==> src/rtl/icache_refill_unit.sv <==
// icache_refill_unit
// Refill engine between the instruction RAM and icache_controller. On a miss it
// latches the 64-byte aligned line base and fetches the line one word at a time
// over a req/gnt/rvalid handshake, handing each word to the controller with a
// one-cycle word_ready strobe.
//
// Ports:
//   clk, nrst            clock, asynchronous active-low reset
//   cache_miss           miss indication from the controller
//   ram_address          line base from the controller (low 6 bits zero)
//   mem_req/mem_addr     RAM read request and byte address of the word
//   mem_gnt              RAM accepted the request
//   mem_rvalid/rdata     RAM read data return
//   mem_word/word_ready  registered word to the controller and its strobe
//   refill_busy          engine not idle
//   refill_error         sticky watchdog error
//
// Build option: define ICACHE_REFILL_TIMEOUT_EN to enable the WAIT watchdog
// (TIMEOUT_CYCLES). Without it WAIT waits forever and refill_error is 0.
//
// state  | meaning
// IDLE   | no refill; waiting for cache_miss
// REQ    | mem_req asserted for word idx, waiting for mem_gnt
// WAIT   | request granted, waiting for mem_rvalid
// DONE   | line delivered, waiting for cache_miss to drop

module icache_refill_unit #(
   parameter int PC_SIZE        = 32,
   parameter int MEM_WORD       = 32,
   parameter int BLOCK_WORDS    = 16,
   parameter int TIMEOUT_CYCLES = 64
) (
   input  logic                clk,
   input  logic                nrst,
   input  logic                cache_miss,
   input  logic [PC_SIZE-1:0]  ram_address,
   output logic                mem_req,
   output logic [PC_SIZE-1:0]  mem_addr,
   input  logic                mem_gnt,
   input  logic                mem_rvalid,
   input  logic [MEM_WORD-1:0] mem_rdata,
   output logic [MEM_WORD-1:0] mem_word,
   output logic                word_ready,
   output logic                refill_busy,
   output logic                refill_error
);

   localparam int IDX_W = (BLOCK_WORDS > 1) ? $clog2(BLOCK_WORDS) : 1;
   localparam int BYTES = MEM_WORD / 8;

   if (TIMEOUT_CYCLES < 1 || BLOCK_WORDS < 2) begin : g_param_check
      $error("icache_refill_unit: TIMEOUT_CYCLES and BLOCK_WORDS out of range");
   end

   typedef enum logic [1:0] {S_IDLE, S_REQ, S_WAIT, S_DONE} state_t;

   state_t              state_q, state_d;
   logic [IDX_W-1:0]    idx_q, idx_d;
   logic [PC_SIZE-1:0]  base_q, base_d;
   logic [MEM_WORD-1:0] word_q, word_d;
   logic                ready_q, ready_d;

`ifdef ICACHE_REFILL_TIMEOUT_EN
   localparam int TMO_W = $clog2(TIMEOUT_CYCLES + 1);
   // Down-counter of WAIT cycles left before the watchdog fires.
   logic [TMO_W-1:0]    tmo_q, tmo_d;
   logic                err_q, err_d;
`endif

   always_ff @(posedge clk or negedge nrst) begin
      if (!nrst) begin
         state_q <= S_IDLE;
         idx_q   <= '0;
         base_q  <= '0;
         word_q  <= '0;
         ready_q <= 1'b0;
`ifdef ICACHE_REFILL_TIMEOUT_EN
         tmo_q   <= '0;
         err_q   <= 1'b0;
`endif
      end else begin
         state_q <= state_d;
         idx_q   <= idx_d;
         base_q  <= base_d;
         word_q  <= word_d;
         ready_q <= ready_d;
`ifdef ICACHE_REFILL_TIMEOUT_EN
         tmo_q   <= tmo_d;
         err_q   <= err_d;
`endif
      end
   end

   always_comb begin
      state_d  = state_q;
      idx_d    = idx_q;
      base_d   = base_q;
      word_d   = word_q;
      ready_d  = 1'b0;
      mem_req  = 1'b0;
      mem_addr = '0;
`ifdef ICACHE_REFILL_TIMEOUT_EN
      tmo_d    = tmo_q;
      err_d    = err_q;
`endif
      case (state_q)
         S_IDLE: begin
            if (cache_miss) begin
               base_d  = ram_address & {{(PC_SIZE-6){1'b1}}, 6'h00};
               idx_d   = '0;
               state_d = S_REQ;
            end
         end
         S_REQ: begin
            mem_req  = 1'b1;
            // The line is 64-byte aligned, so base + offset never carries out.
            mem_addr = base_q + (PC_SIZE'(idx_q) * PC_SIZE'(BYTES));
            if (mem_gnt) begin
               state_d = S_WAIT;
`ifdef ICACHE_REFILL_TIMEOUT_EN
               tmo_d   = TMO_W'(TIMEOUT_CYCLES - 1);
`endif
            end
         end
         S_WAIT: begin
            if (mem_rvalid) begin
               word_d  = mem_rdata;
               ready_d = 1'b1;
               if (idx_q == IDX_W'(BLOCK_WORDS - 1)) begin
                  state_d = S_DONE;
               end else begin
                  idx_d   = idx_q + 1'b1;
                  state_d = S_REQ;
               end
            end
`ifdef ICACHE_REFILL_TIMEOUT_EN
            else if (tmo_q == '0) begin
               err_d   = 1'b1;
               state_d = S_IDLE;
            end else begin
               tmo_d = tmo_q - 1'b1;
            end
`endif
         end
         S_DONE: begin
            // Hold until the controller has written the line and stops missing.
            if (!cache_miss) state_d = S_IDLE;
         end
         default: state_d = S_IDLE;
      endcase
   end

   assign mem_word    = word_q;
   assign word_ready  = ready_q;
   assign refill_busy = (state_q != S_IDLE);
`ifdef ICACHE_REFILL_TIMEOUT_EN
   assign refill_error = err_q;
`else
   assign refill_error = 1'b0;
`endif

endmodule

==> config.mk <==
export PLATFORM = sky130hd
export DESIGN_NAME = icache_refill_unit
export DESIGN_NICKNAME = d
export VERILOG_FILES = /design/src/rtl/icache_refill_unit.sv
export SDC_FILE = /design/constraint.sdc
export NUM_CORES = 1
export LEC_CHECK = 0
export CORE_UTILIZATION = 37
export DETAILED_ROUTE_END_ITERATION = 10
export PLACE_DENSITY_LB_ADDON = 0.12
export SKIP_CTS_REPAIR_TIMING = 1
export SLEW_MARGIN = 10
export SYNTH_ARGS = -nofsm -noshare
export SYNTH_HDL_FRONTEND = slang
export SYNTH_SLANG_ARGS = --single-unit
export TNS_END_PERCENT = 5
==> constraint.sdc <==
create_clock -name clk -period 1.5 [get_ports clk]
set_input_delay 0.3 -clock clk [delete_from_list [all_inputs] [get_ports clk]]
set_output_delay 0.3 -clock clk [all_outputs]
set_load 0.01 [all_outputs]
==> flow_summary_export.csv <==
group,metric,value,unit
cts,cts_tree,"yes",
final_layout,antennaDiodeCount,0,
final_layout,postLayoutCoreUtil,63.7,%
timing,timing.final.ws_setup,-0.385,ns
synth,synth_cell_types,31,
pwr,power.density,1970,nW/um^2
floorplan,rows,31,
global_routing,grt_pass1_wl,10300,microns
hold_path,worstHoldStart,"mem_word[20]$_DFFE_PN0P_",
routing,wl_per_cell,14.3,microns
pwr,ir_drop,0.969,mV
synth,yosysSeqAreaShare,55.8,%
critical_path,worstPathRequired,1.20,ns
global_routing,grt_pass1_vias,2025,
routing,final_antenna_net_count,0,
global_routing,grt_overflow,0,
pwr,totalPowerFinal,0.00936,W
routing,via_per_inst,4.58,
cts,cts_made_buffers,9,
timing,fin_skew,0.00527,ns
synth,synth_seq_cells,65,
floorplan,dieArea,8230,sq um
routing,drtIter0Drc,45,
timing,post-route-period-util,126,%
cts,cts.sinks,65,
global_routing,grt_max_degree,66,
global_routing,antenna_found_initial,0,
routing,vias,2120,
cts,clockBufferDepth,2,
floorplan,fp.dieH,90.7,microns
critical_path,cp_max_fo,6,
place,pre_cts_ws,-0.272,ns
flow_run,cap_violations,0,
critical_path,end_kind,"primary output",
synth,synth_top_area_share,55.8,%
final_layout,final_common_cell,"dfrtp_1",
critical_path,worstSetupPathType,"reg2out",
synth,syn_inst,202,
timing,fmax,530,MHz
cts,clk_latency,0.33,ns
floorplan,die_w,90.7,microns
routing,wl,6620,microns
pwr,leakage,2.50,nW
critical_path,timing.rr.start,"state_q[1]$_DFFE_PN0P_",
final_layout,final_cell_mix,"65 x dfrtp_1, 61 x clkdlybuf4s50_1, 38 x mux2_2",
hold_path,hold_path_class,"reg2reg",
hold_path,hold_path_end,"mem_word[20]$_DFFE_PN0P_",
final_layout,drive_gt1_share,40.1,%
cts,root_buffer,"clkbuf_8",
timing,rsz0062_at_grt,"true",
timing,finalSetupViolations,77,
timing,slew_viol_final,0,
timing,hold_viol,0,
cts,cts.reportedPaths.clkPinSlew,0.07,ns
place,dp_hpwl,4450,microns
routing,drc_errors,0,
routing,first_pass_iters,4,
floorplan,start_util,39.1,%
status,violations,"setup timing",
hold_path,hold_depth,1,
timing,fin_crit,1.89,ns
floorplan,core-area,7450,sq um
cts,cts_max_level,3,
critical_path,crit_path_start_kind,"flip-flop",
place,globalplace.congestion,0.792,
final_layout,fin_nets,429,
place,io_buffers,127,
synth,syn_area_per_cell,14.4,sq um
critical_path,r2r_end,"base_q[10]$_DFFE_PN0P_",
critical_path,worst_r2r_path_depth,5,
critical_path,crit_arrival,1.59,ns
critical_path,r2r_slack,-0.13,ns
global_routing,grt_use_total,16.1,%
synth,synth_area,2910,sq um
synth,yosysTopAreaCell,"dfrtp_1",
status,outcome,"finished with violations",
final_layout,syn_to_final_growth,62.8,%
synth,synthTopCellsByArea,"dfrtp_1 56%, mux2_2 15%, mux2_4 10%",
floorplan,io_pins,137,
synth,yosysWarnings,0,
## flip-flops by register name, indices dropped and copies added (netlist names)
name	flops
word_ready	1
idx_q	4
base_q	26
mem_word	32
state_q	2
## layout make-up
type	instances	area [sq um]
multi-input combinational	124	1200
tap	99	124
clock inverter	5	78.8
sequential	65	1630
clock buffer	11	141
timing repair buffer	157	1570
fill	593	2700
inverter	2	7.51
## metal layers
metal  vias to the layer above  global-route usage, %  part of all wire (%)
met4                         0                   5.24                   1.0
met1                      1030                   20.9                    43
met5                         -                      0                     0
li1                       1008                      -                     -
met3                         6                   5.72                   6.6
met2                        76                   25.0                    49
## stage by stage
stage,hold slack (ns),instance area [sq um],cells,TNS [ns]
2_1_floorplan,0.00441,2920,204,0
3_3_place_gp,0.347,4360,433,-16.19
3_5_place_dp,0.347,4360,433,-16.85
4_1_cts,-0.0246,4580,449,-22.31
5_1_grt,0.516,4740,463,-16.04
6_report,0.498,4740,463,-10.56
## cells by family after synthesis
logic type                 share of synthesized area, %
DFF                                                55.8
muxes                                              25.7
and+or+nand+nor                                    10.5
buffers and inverters                              4.29
AOI/OAI and AO/OA                                  3.18
adders and majority gates                         0.429
other                                             0.129
## worst max-delay path, stage by stage, from the launching register on
cell and delay [ns]:
dfrtp_1 0.40, nor2b_4 0.15, buf_6 0.12, buf_6 0.10
buf_6 0.12, buf_6 0.10, and2_4 0.14, buf_6 0.11
## how the worst max path moves through the flow
stage	start	endpoint	slack [ns]	cells after the start
4_1_cts	state_q[1]$_DFFE_PN0P_	mem_addr[28]	-0.66	4
3_3_place_gp	state_q[1]$_DFFE_PN0P_	mem_addr[28]	-0.26	4
5_1_grt	state_q[0]$_DFFE_PN0P_	mem_addr[21]	-0.44	7
2_1_floorplan	state_q[1]$_DFFE_PN0P_	base_q[11]$_DFFE_PN0P_	0.05	4
6_report	state_q[0]$_DFFE_PN0P_	mem_addr[21]	-0.39	7
3_5_place_dp	state_q[1]$_DFFE_PN0P_	mem_addr[28]	-0.27	4
## cell usage after synthesis
library cell	n
dfrtp_1	65
and3_1	1
nand3b_1	1
nand2_1	1
and2b_1	1
mux2_2	38
or2_4	1
buf_2	2
conb_1	1
or2_1	1
nor2b_1	2
buf_12	2
clkbuf_1	3
nand3_1	5
inv_1	2
a22o_1	2
o211ai_1	2
and2_1	31
mux2i_1	2
nor3b_1	1
a21boi_0	1
o22a_1	1
nand2_2	1
buf_6	3
o21ai_0	5
mux2_4	20
a211o_1	1
buf_4	3
nor2_8	1
ha_1	1
a41o_1	1
## power by group
group          total (W)  internal [W]  switching [W]
Combinational    0.00470       0.00296        0.00174
Clock            0.00162      0.000979       0.000643
Sequential       0.00304       0.00262       0.000416
Total            0.00936       0.00656        0.00280
Note: power is estimated with default switching activity, not from simulation.
